File: config.mk
export PLATFORM = sky130hd
export DESIGN_NAME = cic_i
export DESIGN_NICKNAME = d
export VERILOG_FILES = /design/src/rtl/cic_pkg.sv /design/src/rtl/cic_i_ctrl.sv /design/src/rtl/cic_i.sv
export SDC_FILE = /design/constraint.sdc
export NUM_CORES = 1
export LEC_CHECK = 0
export ABC_AREA = 1
export BUFFER_PORTS_ARGS = -buffer_cell sky130_fd_sc_hd__buf_2
export CORE_UTILIZATION = 35
export DETAILED_ROUTE_END_ITERATION = 6
export GPL_ROUTABILITY_DRIVEN = 0
export PLACE_DENSITY = 0.48
export SYNTH_ARGS = -nofsm -noshare
export SYNTH_HDL_FRONTEND = slang
export SYNTH_HIERARCHICAL = 1
export SYNTH_SLANG_ARGS = --single-unit
File: constraint.sdc
create_clock -name clk -period 2.42 [get_ports clk]
set_input_delay 0.242 -clock clk [delete_from_list [all_inputs] [get_ports clk]]
set_output_delay 0.242 -clock clk [all_outputs]
set_load 0.005 [all_outputs]
File: src/rtl/cic_pkg.sv
// Shared CIC helpers: integer log2, stage width functions and the default integrator width.
package cic_pkg;

    function automatic int clog2_l(input longint v);
        for (int i = 0; i < 63; i++) begin
            if ((longint'(1) << i) >= v) return i;
        end
        return 63;
    endfunction

    function automatic longint ipow(input longint b, input int e);
        longint r;
        r = 1;
        for (int i = 0; i < e; i++) r = r * b;
        return r;
    endfunction

    function automatic int comb_w(input int inp_dw, input int j);
        return inp_dw + j;
    endfunction

    // Integrator width covers the worst-case interpolator gain (R*M)^N / R.
    function automatic int int_w(input int inp_dw, input int r, input int n, input int m);
        return inp_dw + clog2_l(ipow(longint'(r * m), n) / longint'(r));
    endfunction

    localparam int W = int_w(16, 8, 5, 1);

endpackage

File: src/rtl/cic_i_ctrl.sv
// Slot controller for cic_i: IDLE/RUN FSM, phase counter, rate registers, slot strobes.
// CIC_I_VARIABLE_RATE_EN enables the run-time rate port; otherwise the rate is fixed at CIC_R.
module cic_i_ctrl import cic_pkg::*; #(
    parameter int RATE_DW = 16,
    parameter int CIC_R   = 8
) (
    input  logic               clk,
    input  logic               reset_n,
    input  logic               in_valid,
    input  logic [RATE_DW-1:0] rate_data,
    input  logic               rate_valid,
    output logic               ready,
    output logic               underflow,
    output logic               slot,
    output logic               run
);

    localparam logic [0:0]         IDLE  = 1'b0;
    localparam logic [0:0]         RUN   = 1'b1;
    localparam logic [RATE_DW-1:0] ONE   = RATE_DW'(1);
    localparam logic [RATE_DW-1:0] R_MAX = RATE_DW'(CIC_R);

    logic [0:0]         state;
    logic [RATE_DW-1:0] phase;
    logic [RATE_DW-1:0] rate;
    logic               wrap;

    assign run       = (state == RUN);
    assign wrap      = run && (phase == rate - ONE);
    assign ready     = !run || (phase == '0);
    assign slot      = run ? (phase == '0) : in_valid;
    assign underflow = run && (phase == '0) && !in_valid;

    always_ff @(posedge clk or negedge reset_n) begin
        if (!reset_n) begin
            state <= IDLE;
            phase <= '0;
        end else if (!run) begin
            if (in_valid) begin
                state <= RUN;
                phase <= (rate == ONE) ? '0 : ONE;
            end
        end else begin
            phase <= wrap ? '0 : phase + ONE;
        end
    end

`ifdef CIC_I_VARIABLE_RATE_EN
    logic [RATE_DW-1:0] pend;
    logic               pend_vld;
    logic               wr_ok;

    assign wr_ok = rate_valid && (rate_data >= ONE) && (rate_data <= R_MAX);

    // New rates only take effect at a frame boundary; a write on the wrap cycle itself wins.
    always_ff @(posedge clk or negedge reset_n) begin
        if (!reset_n) begin
            rate     <= R_MAX;
            pend     <= '0;
            pend_vld <= 1'b0;
        end else if (wrap) begin
            if (wr_ok)         rate <= rate_data;
            else if (pend_vld) rate <= pend;
            pend_vld <= 1'b0;
        end else if (wr_ok) begin
            pend     <= rate_data;
            pend_vld <= 1'b1;
        end
    end
`else
    logic unused_rate;

    assign rate        = R_MAX;
    assign unused_rate = ^{rate_data, rate_valid};
`endif

endmodule

File: src/rtl/cic_i.sv
// CIC interpolator: N combs at slot rate, zero-stuffing upsampler, N integrators at clk rate.
// CIC_I_VARIABLE_RATE_EN enables the run-time interpolation ratio port.
module cic_i import cic_pkg::*; #(
    parameter int INP_DW  = 16,
    parameter int OUT_DW  = 16,
    parameter int RATE_DW = 16,
    parameter int CIC_R   = 8,
    parameter int CIC_N   = 5,
    parameter int CIC_M   = 1
) (
    input  logic                     clk,
    input  logic                     reset_n,
    input  logic signed [INP_DW-1:0] s_axis_in_tdata,
    input  logic                     s_axis_in_tvalid,
    output logic                     s_axis_in_tready,
    input  logic        [RATE_DW-1:0] s_axis_rate_tdata,
    input  logic                     s_axis_rate_tvalid,
    output logic signed [OUT_DW-1:0] m_axis_out_tdata,
    output logic                     m_axis_out_tvalid,
    output logic                     underflow
);

    localparam int IW = int_w(INP_DW, CIC_R, CIC_N, CIC_M);
    localparam int CW = comb_w(INP_DW, CIC_N);

    logic                     run;
    logic                     slot;
    logic signed [INP_DW-1:0] sample;
    logic                     stb_p  [0:CIC_N];
    logic signed [CW-1:0]     comb_p [0:CIC_N];
    logic signed [IW-1:0]     int_p  [0:CIC_N];
    logic [2*CIC_N-1:0]       vld_p;
    logic signed [OUT_DW-1:0] out_p;

    cic_i_ctrl #(
        .RATE_DW (RATE_DW),
        .CIC_R   (CIC_R)
    ) u_ctrl (
        .clk        (clk),
        .reset_n    (reset_n),
        .in_valid   (s_axis_in_tvalid),
        .rate_data  (s_axis_rate_tdata),
        .rate_valid (s_axis_rate_tvalid),
        .ready      (s_axis_in_tready),
        .underflow  (underflow),
        .slot       (slot),
        .run        (run)
    );

    always_comb begin
        sample = '0;
        if (s_axis_in_tvalid) sample = s_axis_in_tdata;
    end

    assign stb_p[0]  = slot;
    assign comb_p[0] = CW'(sample);

    // Comb stages: stage j holds INP_DW+j bits and advances only on its strobe.
    for (genvar j = 1; j <= CIC_N; j++) begin : g_comb
        localparam int SW = comb_w(INP_DW, j);

        logic signed [SW-2:0] dly_p [CIC_M];
        logic signed [SW-1:0] acc_p;
        logic                 stb_q;

        always_ff @(posedge clk or negedge reset_n) begin
            if (!reset_n) begin
                acc_p <= '0;
                stb_q <= 1'b0;
                for (int k = 0; k < CIC_M; k++) dly_p[k] <= '0;
            end else begin
                stb_q <= stb_p[j-1];
                if (stb_p[j-1]) begin
                    acc_p    <= SW'(comb_p[j-1] - CW'(dly_p[CIC_M-1]));
                    dly_p[0] <= (SW-1)'(comb_p[j-1]);
                    for (int k = 1; k < CIC_M; k++) dly_p[k] <= dly_p[k-1];
                end
            end
        end

        assign comb_p[j] = CW'(acc_p);
        assign stb_p[j]  = stb_q;
    end

    // Upsampler: the comb result is injected once per slot, zeros fill the rest.
    assign int_p[0] = stb_p[CIC_N] ? IW'(comb_p[CIC_N]) : '0;

    for (genvar k = 1; k <= CIC_N; k++) begin : g_int
        logic signed [IW-1:0] acc_p;

        always_ff @(posedge clk or negedge reset_n) begin
            if (!reset_n)  acc_p <= '0;
            else if (run)  acc_p <= acc_p + int_p[k-1];
        end

        assign int_p[k] = acc_p;
    end

    // Output register; valid follows the first accept through the 2N-deep pipe.
    always_ff @(posedge clk or negedge reset_n) begin
        if (!reset_n) begin
            out_p <= '0;
            vld_p <= '0;
        end else begin
            out_p <= int_p[CIC_N][IW-1 -: OUT_DW];
            vld_p <= {vld_p[2*CIC_N-2:0], run};
        end
    end

    assign m_axis_out_tdata  = out_p;
    assign m_axis_out_tvalid = vld_p[2*CIC_N-1];

endmodule
==> run_results.csv <==
group,metric,value,unit
power_and_ir_drop,p_switching,25.66,mW
floorplan,fp.dieW,291.5,µm
drt,drt_iter0_drc,1546,
sta,setup_viol,0,
clock_tree,clock-sinks,373,
hold_path,holdCritStartpoint,"s_axis_in_tvalid",
drt,wl,79.07,mm
clock_tree,cts_tree,"built",
clock_tree,h-tree-depth,2,
sta,drv_slew,0,
sta,grt_setup_unrepaired,"false",
floorplan,rows,105,
drt,viasPerCell,4.627,
drt,wl_per_cell,13.92,µm
power_and_ir_drop,ir_worst_vdd,0.0006187,V
synthesis,synth_edf_count,0,
power_and_ir_drop,clockPowerShare,15.3,%
job,max-cap-violations,0,
critical_path,r2r_cells,12,
critical_path,r2r_setup_slack,0.18,ns
critical_path,cp_slowest_cell,"dfrtp_1",
synthesis,synth_flop_cell,"dfrtp_1",
synthesis,async_reset_ff_share,100.0,%
sta,period_needed,2.239,ns
final_layout,final_nets,4842,
power_and_ir_drop,combPwrFrac,62.5,%
synthesis,avgSynthCellArea,6.524,µm²
synthesis,yosys_warnings,6,
critical_path,arrival,2.72,ns
synthesis,synth_nets,4770,
hold_path,hold_path_class,"in -> reg",
place,placed_cells,5570,
hold_path,min_path_cells,3,
sta,max_freq,446.7,MHz
critical_path,regToRegStartpoint,"g_comb[5].stb_q",
global_route,antenna_found_initial,0,
synthesis,postSynthCellCount,4497,
clock_tree,clk_latency,0.60,ns
clock_tree,cts.path.max_buffers,3,
power_and_ir_drop,netSwitchingFraction,49.82,%
final_layout,synthToLayoutAreaGrowth,12.41,%
place,placement.io_buffers,37,
drt,num_vias,26280,
critical_path,path_cells,"buf_4 > nand2_1 > inv_1 > ha_1 > nand2_1 > nand3_1 > nand3_1 > nand3b_1 > nand2_1 > nand3_1 > nand3_1 > nand2_1",
clock_tree,path_clk_slew,0.06,ns
power_and_ir_drop,pwr-share-seq,22.1,%
floorplan,io_pins,55,
hold_path,min_to,"g_comb[1].dly_p[1]",
final_layout,fin_cells,5679,
synthesis,synth_cell_types,43,
drt,dr.pass1.iters,5,
global_route,grt_pass1_vias,25040,
power_and_ir_drop,power.leakage,17.95,nW
sta,hold_viol,0,
floorplan,core_area,82500,µm²
critical_path,worstSetupPathType,"reg -> reg",
global_route,grt_max_degree,74,
final_layout,layout-drive-gt1-share,5.706,%
floorplan,start_util,35.56,%
critical_path,cp_max_fo,15,
synthesis,netlist_area,29340,µm²
clock_tree,cts_buffers,49,
drt,ant_nets,0,
sta,tightest_slew,0.7953,ns
global_route,gr-total-overflow,0,
critical_path,worstSetupStartpointType,"flip-flop",
synthesis,ys_ff_latch,373,
critical_path,cpPeakStageDelay,0.37,ns
sta,post-route-period-util,92.50,%
sta,relSlewSlack,46.92,%
sta,final.setup.tns,0,ns
floorplan,dieArea,84980,µm²
final_layout,most-common-layout-cells,"nand2_1 (1761), inv_1 (694), dfrtp_1 (372)",
power_and_ir_drop,power_density,1562,nW/µm²
critical_path,critPathRequiredTime,2.91,ns
clock_tree,ctsRootBufferMaster,"clkbuf_16",
place,dpl.hpwl,62.56,mm
final_layout,diodes,0,
global_route,grt_usage,18.82,%
outcome,outcome,"complete, no violations",
floorplan,dieHeight,291.5,µm
sta,skew,0.01703,ns
power_and_ir_drop,p_int,25.85,mW
critical_path,timing.rr.end,"g_int[1].acc_p[27]",
synthesis,seq_area_frac_synth,31.82,%
critical_path,cp-end-kind,"flip-flop",
power_and_ir_drop,power,51.50,mW
final_layout,final_common_cell,"nand2_1",
drt,drc,0,
global_route,grt_pass1_wl,131.1,mm
stage by stage:
| stage | cell area [µm²] | hold WS [ns] | utilization [%] | setup slack (ns) |
|---|---|---|---|---|
| floorplan | 29340 | -0.05359 | - | 0.4144 |
| global placement | 31030 | 0.2550 | 37.61 | 0.2155 |
| detailed placement | 31030 | 0.2600 | 37.61 | 0.1943 |
| CTS | 32970 | 0.02360 | 39.97 | 0.1592 |
| global route | 32980 | 0.08017 | 39.97 | 0.0009623 |
| finish | 32980 | 0.05054 | 39.97 | 0.1814 |
Yosys cell counts, types with 2 or more instances:
| cell | instances | area [µm²] |
|---|---|---|
| or2_1 | 6 | 37.54 |
| inv_1 | 695 | 2609 |
| buf_1 | 2 | 7.510 |
| nor2_1 | 301 | 1130 |
| a21o_1 | 9 | 67.56 |
| o21ai_0 | 186 | 930.9 |
| a21oi_2 | 2 | 17.52 |
| nand2_1 | 1761 | 6610 |
| or2_2 | 4 | 25.02 |
| xor2_1 | 19 | 166.4 |
| o21a_1 | 2 | 15.01 |
| clkbuf_1 | 49 | 183.9 |
| a21oi_1 | 152 | 760.7 |
| o21ai_2 | 4 | 35.03 |
| nand3b_4 | 7 | 140.1 |
| nor2_4 | 5 | 56.30 |
| a21boi_2 | 3 | 33.78 |
| nand3_2 | 10 | 100.1 |
| ha_1 | 227 | 2840 |
| nand3_1 | 307 | 1536 |
| and2_1 | 15 | 93.84 |
| fa_1 | 10 | 200.2 |
| o22ai_1 | 2 | 12.51 |
| a31oi_1 | 14 | 87.58 |
| xnor2_1 | 79 | 691.9 |
| buf_2 | 24 | 120.1 |
| nand4_1 | 49 | 306.5 |
| and3_1 | 2 | 12.51 |
| nor4_1 | 4 | 25.02 |
| nand3b_1 | 49 | 367.9 |
| nor3_1 | 8 | 40.04 |
| o21ai_1 | 30 | 150.1 |
| nor2_2 | 30 | 187.7 |
| nand2_2 | 24 | 150.1 |
| o21bai_1 | 23 | 172.7 |
| clkinv_1 | 2 | 7.510 |
| nor3_2 | 3 | 30.03 |
| dfrtp_1 | 373 | 9334 |
per-layer routing:
layer	part of all wire, %	vias up	track usage [%]	routed length (µm)
met5	0	-	0	0
met4	1.8	0	3.825	1388
met3	3.3	71	2.168	2640
met2	44	303	30.15	34770
met1	51	11680	27.14	40270
li1	-	14230	-	-
cell type report:
| cell class | instances | area (µm²) |
|---|---|---|
| repair buffers | 97 | 840.8 |
| well taps | 1070 | 1339 |
| flip-flops and latches | 373 | 9338 |
| inverters | 697 | 2621 |
| clock buffers | 67 | 1435 |
| multi-input cells | 3351 | 17070 |
| fillers | 8814 | 49530 |
| clock inverters | 24 | 330.3 |
logic make-up (layout without fill, tap and decap cells):
group	Yosys count	in the layout	synth area share (%)
xor+xnor	98	98	2.926
buf+inv	773	885	10.01
flops	373	373	31.82
simple gates	2586	2586	37.02
fa+ha+maj	237	237	10.36
compound gates	430	430	7.873
power groups by stage:
stage	registers [mW]	logic [mW]	clock network, mW
5_1_grt	11.7	37.5	8.43
4_1_cts	11.5	32.4	8.21
2_1_floorplan	10.3	25.3	0
6_report	11.4	32.2	7.90
3_5_place_dp	11.6	32.2	0
3_3_place_gp	11.6	32.1	0
repair_timing:
action                                 4_1_cts  5_1_grt
buffers inserted                             0        0
endpoints found under the hold margin       68        0
setup endpoints to repair                    0        2
hold buffers                                18        0
gates resized for setup                      0        2
worst max-delay path by stage:
stage	depth (start not counted)	from	slack, ns	end
global route	14	g_comb[5].stb_q	0.001	g_int[1].acc_p[12]
global placement	14	g_comb[5].stb_q	0.22	g_int[1].acc_p[12]
CTS	12	g_comb[5].stb_q	0.16	g_int[1].acc_p[20]
detailed placement	14	g_comb[5].stb_q	0.19	g_int[1].acc_p[12]
finish	12	g_comb[5].stb_q	0.18	g_int[1].acc_p[27]
floorplan	14	g_comb[5].stb_q	0.41	g_int[1].acc_p[12]
critical path: cells and delay by family, from the launching register on:
family | cells | cell delay, ns
simple gates | 9 | 1.14
buf+inv | 2 | 0.25
flops | 1 | 0.37
fa+ha+maj | 1 | 0.35
flip-flops by register name (all words and copies together), names as in the netlist:
name,flops
u_ctrl/phase,16
g_comb.stb_q,5
g_comb.dly_p,90
m_axis_out_tdata,16
vld_p,10
u_ctrl/run,1
g_int.acc_p,140
g_comb.acc_p,95
(Power assumes the default switching activity.)
